`config.mk`:
```
export PLATFORM = sky130hd
export DESIGN_NAME = encoder_4_2_df
export DESIGN_NICKNAME = d
export VERILOG_FILES = /design/src/rtl/encoder_pkg.sv /design/src/rtl/enc4_2_prio.sv /design/src/rtl/encoder_4_2_df.sv
export SDC_FILE = /design/constraint.sdc
export NUM_CORES = 1
export LEC_CHECK = 0
export CAP_MARGIN = 20
export CORE_AREA = 3 3 40 42
export DETAILED_ROUTE_END_ITERATION = 12
export DIE_AREA = 0 0 43 45
export SYNTH_ARGS = -nofsm -noshare
export SYNTH_HDL_FRONTEND = slang
export SYNTH_SLANG_ARGS = --single-unit
```
`constraint.sdc`:
```
create_clock -name clk -period 0.8 [get_ports clk]
set_clock_uncertainty 0.1 [all_clocks]
set_input_delay 0.16 -clock clk [delete_from_list [all_inputs] [get_ports clk]]
set_output_delay 0.16 -clock clk [all_outputs]
set_load 0.02 [all_outputs]
```
`src/rtl/encoder_pkg.sv`:
```
// rtl/encoder_pkg.sv - shared widths, index codes and reset value for the 4-to-2 encoder
package encoder_pkg;

  localparam int ENC_IN_W  = 4;
  localparam int ENC_OUT_W = 2;

  localparam logic [ENC_OUT_W-1:0] IDX0 = 2'b00;
  localparam logic [ENC_OUT_W-1:0] IDX1 = 2'b01;
  localparam logic [ENC_OUT_W-1:0] IDX2 = 2'b10;
  localparam logic [ENC_OUT_W-1:0] IDX3 = 2'b11;

  localparam logic [ENC_OUT_W-1:0] Y_RST = 2'b00;

  // True when at least two request bits are set: clearing the lowest set bit leaves something.
  function automatic logic more_than_one(input logic [ENC_IN_W-1:0] req);
    return (req & (req - ENC_IN_W'(1))) != '0;
  endfunction

endpackage

```
`src/rtl/enc4_2_prio.sv`:
```
// rtl/enc4_2_prio.sv - combinational priority encode, bit 3 highest, gated by enable
import encoder_pkg::*;

module enc4_2_prio (
  input  logic [ENC_IN_W-1:0]  I,
  input  logic                 e,
  output logic [ENC_OUT_W-1:0] y_nxt,
  output logic                 valid_nxt,
  output logic                 multi_nxt
);

  always_comb begin
    y_nxt     = Y_RST;
    valid_nxt = 1'b0;
    multi_nxt = 1'b0;
    if (e) begin
      if (I[3])      y_nxt = IDX3;
      else if (I[2]) y_nxt = IDX2;
      else if (I[1]) y_nxt = IDX1;
      else           y_nxt = IDX0;
      valid_nxt = (I != '0);
      multi_nxt = more_than_one(I);
    end
  end

endmodule

```
`src/rtl/encoder_4_2_df.sv`:
```
// rtl/encoder_4_2_df.sv - registered 4-to-2 priority encoder with valid/multi flags
import encoder_pkg::*;

module encoder_4_2_df (
  input  logic                 clk,
  input  logic                 rst_n,
  input  logic [ENC_IN_W-1:0]  I,
  input  logic                 e,
  output logic [ENC_OUT_W-1:0] y,
  output logic                 valid,
  output logic                 multi
);

  logic [ENC_OUT_W-1:0] y_nxt;
  logic                 valid_nxt;
  logic                 multi_nxt;

  enc4_2_prio u_prio (
    .I         (I),
    .e         (e),
    .y_nxt     (y_nxt),
    .valid_nxt (valid_nxt),
    .multi_nxt (multi_nxt)
  );

  always_ff @(posedge clk or negedge rst_n) begin
    if (!rst_n) begin
      y     <= Y_RST;
      valid <= 1'b0;
      multi <= 1'b0;
    end else begin
      y     <= y_nxt;
      valid <= valid_nxt;
      multi <= multi_nxt;
    end
  end

endmodule

```
==> impl_metrics.yaml, run 1 <==
synthesis:
  synthSimpleGateAreaFrac: 0.103
  synthMuxAreaShare: 0
  synth.distinct_cells: 7
  synth_top_family_by_area: "compound AO/OA/AOI/OAI gates"
  synth-xor-area-share: 0
  synthAdderAreaFrac: 0
  avgSynthCellArea_sq_um: 13.1
  synth_nets: 19
  netlist_area_sq_um: 158
  seq_area_frac_synth: 0.635
  yosys_register_bits: 4
  syn_inst: 12
  yosysWarnings: 0
  synth_compound_area_frac: 0.262
setup_path:
  path_buf_inv: 1
  crit_family: "flip-flops"
  critical_path.cell_chain: "buf_6"
  worst_setup_path_end_kind: "output port"
  slowest_stage: "dfrtp_1"
  required_ns: 0.54
  path_max_fanout: 1
  cp-start-kind: "register"
  max_stage_delay_ns: 0.37
  crit_type: "register to output port"
  critPathArrivalTime_ns: 0.74
sta:
  post-route-period-util: 1.25
  max_freq_mhz: 1000
  slew_viol_final: 0
  slew-limit-headroom: 0.842
  worst_slew_pin_slew_ns: 0.237
  period_needed_ns: 0.996
  finalSetupViolations: 4
  setup_ws_ns: -0.196
  grt_setup_unrepaired: "true"
  finalHoldViolCount: 0
placement:
  placedCellCount: 37
  place_area_sq_um: 277
  dp_hpwl_microns: 340
  portBuffers: 10
  gp_congestion: 0.651
worst_hold_path:
  hold_path_class: "input port to async pin"
layout:
  syn_to_final_growth_pct: 88.9
  seqCellArea_sq_um: 100
  n_antenna_cell: 0
  fillers: 138
  layout.nets: 34
  multiInputGateArea_sq_um: 62.6
  final_util: 0.232
  final_area_sq_um: 298
  final_cell_count_no_fill: 40
  final_cell_mix: "dfrtp_1 (4), buf_6 (4), clkbuf_4 (3)"
  drive_gt1_frac: 0.400
clock_network:
  post_cts_buffers: 0
  cts_tree: "yes"
  clockRootBuffer: "clkbuf_4"
  clk_pin_slew_ns: 0.04
  cts_max_level: 1
  cts_num_sinks: 4
  cts_inserted_buffers: 3
  hold_buffers: 0
  cts_buffer_depth: 2
detailed_routing:
  postRouteAntennaNets: 0
  routed_wl_microns: 435
  drt_iter0_markers: 0
  viasPerCell: 3.98
  vias: 159
  post-route-drc-count: 0
  wire_per_inst_microns: 10.9
  drt_first_pass_iters: 1
floorplan:
  dieArea_sq_um: 1940
  dieWidth_microns: 43
  start_util: 0.123
  coreArea_sq_um: 1280
  ios: 11
  rows: 13
  die_h_microns: 45
pwr:
  cellLeakagePower_nw: 0.128
  peakVddDrop_uv: 464
  power_density_nw_per_um2: 1920
global_route:
  grt_pass1_vias: 169
  antenna_found_initial: 0
  gr-usage-met1: 0.0511
  grt_pass1_wl_microns: 690
  grtUsageMet3: 0.0558
  grt_busiest_layer: "met4"
  use_met2: 0.0719
  grtUsageTotal: 0.0593
  grt_max_degree: 7
  grt_overflow: 0
outcome:
  status: "finished, violations left"
  violations: "negative setup slack"
job:
  drv_cap: 0
[power by group]
part	switching [W]	internal [W]
logic	0.0000500	0.0000536
clock network	0.0000764	0.000167
registers	0.00000657	0.000217
[flip-flops by register name, indices dropped and copies added (netlist names)]
register,flops
y,2
multi,1
valid,1
[logic make-up (layout without fill, tap and decap cells)]
group	after synthesis	after routing
compound gates	5	5
flops	4	4
buf+inv	0	13
simple gates	3	3
[per-layer routing]
metal | vias to the layer above | wire length [microns]
met1 | 74 | 180
met2 | 11 | 189
met5 | - | 0
li1 | 74 | -
met3 | 0 | 65
met4 | 0 | 0
[what timing repair did]
action                     in CTS  in global routing
gates resized for setup        32                  4
setup endpoints to repair       8                  6
pin swaps                       1                  1
[worst max path at each step]
stage          startpoint     to  slack [ns]  cells after the start
6_report             y[0]   y[0]       -0.20                      1
5_1_grt              y[0]   y[0]       -0.24                      1
4_1_cts              y[0]   y[0]       -0.21                      1
3_5_place_dp         I[1]  valid       -0.51                      2
3_3_place_gp         I[2]  valid       -0.46                      2
2_1_floorplan        I[1]  valid        0.03                      1
[through the flow]
stage	hold WS (ns)	setup TNS, ns	power [W]	setup WS [ns]
final	0.0263	-0.745	0.000571	-0.196
after global routing	0.0355	-0.881	0.000612	-0.236
after CTS	0.0206	-0.797	0.000585	-0.207
after detailed placement	0.269	-3.10	0.000331	-0.507
after global placement	0.265	-2.92	0.000326	-0.465
after floorplan	-0.236	0	0.000257	0.0252
[cell usage after synthesis]
library cell,number,area [sq um]
o31ai_1,1,7.51
dfrtp_1,4,100
o21a_1,2,15.0
a211oi_1,1,7.51
nor3_1,2,10.0
nor2b_1,1,6.26
o41a_1,1,11.3
[area by class of cell]
| cell class | instances | share of cell area |
|---|---|---|
| Multi-Input combinational cell | 8 | 0.210 |
| Sequential cell | 4 | 0.336 |
| Timing Repair Buffer | 10 | 0.315 |
| Clock buffer | 3 | 0.0756 |
| Tap cell | 15 | 0.0630 |
Power figures use the tool's default switching activity.
==> inputs of run 2 (changes only) <==
==> constraint.sdc (replaced) <==
create_clock -name clk -period 0.9 [get_ports clk]
set_clock_uncertainty 0.1 [all_clocks]
set_input_delay 0.18 -clock clk [delete_from_list [all_inputs] [get_ports clk]]
set_output_delay 0.18 -clock clk [all_outputs]
set_load 0.02 [all_outputs]
==> run 2 against run 1 <==
Against the previous run: the run still ends with negative setup slack left; clock power is 11% lower; combinational power is 13% lower; flip-flop and latch count stayed put; sequential share of layout area is 0.42 points lower; final area is 1.3% higher; total power is 11% lower; die area stayed put; wire length is 2.1% lower; utilization is 0.29 points higher; sequential power is 12% lower; largest power group unchanged.
==> impl_metrics.yaml, run 2 (synthesized netlist as in run 1, its figures left out) <==
placement:
  portBuffers: 10
  gp_congestion: 0.661
  place_area_sq_um: 277
clock_network:
  cts_max_level: 1
  cts_num_sinks: 4
  clk_pin_slew_ns: 0.04
  cts_tree: "yes"
  cts_buffer_depth: 2
  cts_inserted_buffers: 3
  hold_buffers: 0
  post_cts_buffers: 0
  cts_resized: 28
  clockRootBuffer: "clkbuf_4"
sta:
  grt_setup_unrepaired: "true"
  worst_slew_pin_slew_ns: 0.207
  holdWs_ns: 0.0462
  slew_viol_final: 0
  finalSetupViolations: 4
  setup_ws_ns: -0.106
  setup_tns_ns: -0.416
  slew-limit-headroom: 0.861
  post-route-period-util: 1.12
  finalHoldViolCount: 0
  period_needed_ns: 1.01
  max_freq_mhz: 994
pwr:
  finalPower_w: 0.000507
  peakVddDrop_uv: 361
  cellLeakagePower_nw: 0.139
  power_density_nw_per_um2: 1680
layout:
  syn_to_final_growth_pct: 91.3
  final_util: 0.235
  n_antenna_cell: 0
  top_register: "y"
  fillers: 150
  final_cell_mix: "dlygate4sd2_1 (4), dfrtp_1 (4), buf_6 (4)"
  drive_gt1_frac: 0.280
  multiInputGateArea_sq_um: 57.6
  final_area_sq_um: 302
  layout.nets: 34
  largest_reg_flops: 2
  seqCellArea_sq_um: 100
  reg.largest.list: "y x2, multi x1, valid x1"
setup_path:
  required_ns: 0.62
  path_max_fanout: 1
  max_stage_delay_ns: 0.36
  cp-start-kind: "register"
  worst_setup_path_end_kind: "output port"
  slowest_stage: "dfrtp_1"
  critPathArrivalTime_ns: 0.73
  crit_type: "register to output port"
  crit_family: "flip-flops"
  critical_path.cell_chain: "buf_6"
  path_buf_inv: 1
floorplan:
  coreArea_sq_um: 1280
  dieArea_sq_um: 1940
  ios: 11
  rows: 13
  die_h_microns: 45
  start_util: 0.123
  dieWidth_microns: 43
detailed_routing:
  postRouteAntennaNets: 0
  wire_per_inst_microns: 10.7
  drt_first_pass_iters: 2
  vias: 158
  post-route-drc-count: 0
  routed_wl_microns: 426
  drt_iter0_markers: 2
  viasPerCell: 3.95
job:
  drv_cap: 0
outcome:
  violations: "negative setup slack"
  status: "finished, violations left"
global_route:
  antenna_found_initial: 0
  grt_pass1_wl_microns: 745
  grt_overflow: 0
  grtUsageTotal: 0.0602
  grt_pass1_vias: 193
  grt_max_degree: 7
worst_hold_path:
  hold_path_class: "input port to async pin"
[run 2: cell types whose count changed in the layout (fill, tap and decap cells not counted)]
cell	previous run	this run
dlygate4sd2_1	1	4
clkbuf_2	2	0
clkdlybuf4s15_1	2	0
a211oi_1	0	1
a211oi_2	1	0
dlymetal6s2s_1	0	1
[run 2: cell type report]
type	instances	area share
sequential	4	0.332
clock buffer	3	0.0747
timing repair buffer	10	0.340
tap	15	0.0622
multi-input combinational	8	0.191
[run 2: stage by stage]
step           instances  worst slack (ns)
2_1_floorplan         12             0.105
3_3_place_gp          37            -0.387
3_5_place_dp          37            -0.411
4_1_cts               40            -0.124
5_1_grt               40            -0.146
6_report              40            -0.106
[run 2: worst max path at each step]
stage | end | slack (ns) | from | cells after the start
after floorplan | valid | 0.11 | I[1] | 1
after global placement | valid | -0.39 | I[1] | 2
after detailed placement | valid | -0.41 | I[1] | 2
after CTS | valid | -0.12 | valid | 1
after global routing | valid | -0.15 | valid | 1
final | multi | -0.11 | multi | 1
[run 2: power breakdown]
part	internal [W]	switching [W]	leakage, nW
sequential	0.000193	0.00000543	0.0493
clock	0.000149	0.0000686	0.0138
combinational	0.0000482	0.0000427	0.0757
[run 2: metal layers]
layer / wire (microns) / vias up / global-route usage
met5: 0 / - / 0
met4: 0 / 0 / 0.0723
met3: 67 / 0 / 0.0518
met2: 184 / 11 / 0.0749
met1: 175 / 72 / 0.0537
li1: - / 75 / -
==> inputs of run 3 (changes only) <==
--- a/config.mk
+++ b/config.mk
@@ -5,10 +5,10 @@
 export SDC_FILE = /design/constraint.sdc
 export NUM_CORES = 1
 export LEC_CHECK = 0
-export CAP_MARGIN = 20
 export CORE_AREA = 3 3 40 42
 export DETAILED_ROUTE_END_ITERATION = 12
 export DIE_AREA = 0 0 43 45
+export RECOVER_POWER = 100
 export SYNTH_ARGS = -nofsm -noshare
 export SYNTH_HDL_FRONTEND = slang
 export SYNTH_SLANG_ARGS = --single-unit
==> constraint.sdc (replaced) <==
create_clock -name clk -period 1.1 [get_ports clk]
set_clock_uncertainty 0.1 [all_clocks]
set_input_delay 0.22 -clock clk [delete_from_list [all_inputs] [get_ports clk]]
set_output_delay 0.22 -clock clk [all_outputs]
set_load 0.02 [all_outputs]
==> run 3 against run 2 <==
Against the previous run: the run still ends with negative setup slack left; utilization fell by 1.1 points; clock power fell by 17%; critical endpoint is now valid; sequential power is 19% lower; final area down 4.6%; cell count is the same; critical path depth rose by 1; first-iteration DRC count decreased by 100%; sequential share of layout area grew 1.6 points; largest cell class is now flip-flops and latches.
==> impl_metrics.yaml, run 3 (synthesized netlist as in run 1, its figures left out) <==
clock_network:
  clk_pin_slew_ns: 0.04
  hold_buffers: 0
  cts_tree: "yes"
  post_cts_buffers: 0
  cts_num_sinks: 4
  cts_buffer_depth: 2
  clockRootBuffer: "clkbuf_4"
  cts_inserted_buffers: 3
  cts_max_level: 1
layout:
  final_cell_mix: "dfrtp_1 (4), clkbuf_2 (4), clkbuf_4 (3)"
  layout.nets: 34
  multiInputGateArea_sq_um: 62.6
  fillers: 142
  syn_to_final_growth_pct: 82.5
  final_util: 0.224
  seqCellArea_sq_um: 100
  n_antenna_cell: 0
  top_register: "y"
  final_cell_count_no_fill: 40
  largest_reg_flops: 2
  final_area_sq_um: 288
  drive_gt1_frac: 0.320
  reg.largest.list: "y x2, multi x1, valid x1"
global_route:
  grt_pass1_vias: 186
  grt_max_degree: 7
  grt_overflow: 0
  grt_pass1_wl_microns: 772
  antenna_found_initial: 0
  grtUsageTotal: 0.0619
floorplan:
  dieArea_sq_um: 1940
  rows: 13
  dieWidth_microns: 43
  start_util: 0.123
  ios: 11
  die_h_microns: 45
  coreArea_sq_um: 1280
setup_path:
  path_buf_inv: 1
  slowest_stage: "clkdlybuf4s50_1"
  path_max_fanout: 3
  required_ns: 1.11
  crit_type: "input port to register"
  worst_setup_path_end_kind: "register"
  cp-start-kind: "input port"
  critPathArrivalTime_ns: 1.11
  max_stage_delay_ns: 0.46
  crit_family: "buffers and inverters"
  critical_path.cell_chain: "clkdlybuf4s50_1 -> o41a_1"
sta:
  setup_tns_ns: -0.00936
  finalSetupViolations: 1
  slew-limit-headroom: 0.839
  finalHoldViolCount: 0
  period_needed_ns: 1.11
  max_freq_mhz: 901
  setup_ws_ns: -0.00936
  slew_viol_final: 0
  post-route-period-util: 1.01
  grt_setup_unrepaired: "false"
  worst_slew_pin_slew_ns: 0.241
job:
  drv_cap: 0
pwr:
  power_switching_w: 0.0000976
  p_int_w: 0.000310
  cellLeakagePower_nw: 0.138
  clockPowerShare: 0.443
  swShare: 0.239
  seq_power_share: 0.392
  pwr-share-comb: 0.165
  peakVddDrop_uv: 190
  power_density_nw_per_um2: 1420
placement:
  place_area_sq_um: 277
  portBuffers: 10
  dp_hpwl_microns: 337
  pre_cts_ws_ns: -0.250
  gp_congestion: 0.650
  placedCellCount: 37
detailed_routing:
  postRouteAntennaNets: 0
  routed_wl_microns: 459
  wire_per_inst_microns: 11.5
  post-route-drc-count: 0
  drt_iter0_markers: 0
  drt_first_pass_iters: 1
  vias: 153
  viasPerCell: 3.83
outcome:
  violations: "negative setup slack"
  status: "finished, violations left"
worst_hold_path:
  hold_path_class: "input port to async pin"
[run 3: cell count changes in the layout (fill, tap and decap cells not counted), sizes merged]
cell	before	now
buf	4	0
clkbuf	3	7
dlygate4sd2	4	1
dlygate4sd3	0	2
dlymetal6s2s	1	2
[run 3: path summary, 6_finish.rpt]
path / to / slack, ns / startpoint / depth (start not counted)
setup / recovery: valid / -0.009 / I[0] / 2
hold / removal: valid / 0.15 / rst_n / 1
max in group asynchronous: y[1] / 0.58 / rst_n / 1
min in group clk: valid / 0.27 / I[1] / 2
[run 3: layer usage]
metal  global-route usage  vias up  part of all wire
met2               0.0778       11              0.44
met1               0.0610       68              0.42
li1                     -       74                 -
met5                    0        -                 0
met4               0.0723        0                 0
met3               0.0438        0              0.14
[run 3: per-stage QoR]
stage	hold slack (ns)	total power [W]
after detailed placement	0.331	0.000241
after global placement	0.325	0.000237
after floorplan	-0.176	0.000187
after global routing	0.170	0.000432
after CTS	0.0839	0.000417
final	0.155	0.000408
[run 3: power groups by stage]
stage / clock [W] / sequential, W / combinational (W)
after floorplan: 0 / 0.000175 / 0.0000116
after global placement: 0 / 0.000162 / 0.0000756
after detailed placement: 0 / 0.000162 / 0.0000787
after CTS: 0.000189 / 0.000160 / 0.0000687
after global routing: 0.000197 / 0.000161 / 0.0000739
final: 0.000181 / 0.000160 / 0.0000673
[run 3: cell type report]
class | instances | share of cell area
tap | 15 | 0.0652
sequential | 4 | 0.348
multi-input combinational | 8 | 0.217
timing repair buffer | 10 | 0.291
clock buffer | 3 | 0.0783
[run 3: what timing repair did]
item,in CTS,in global routing
gates cloned,0,0
setup endpoints to repair,5,2
gates resized for setup,17,3
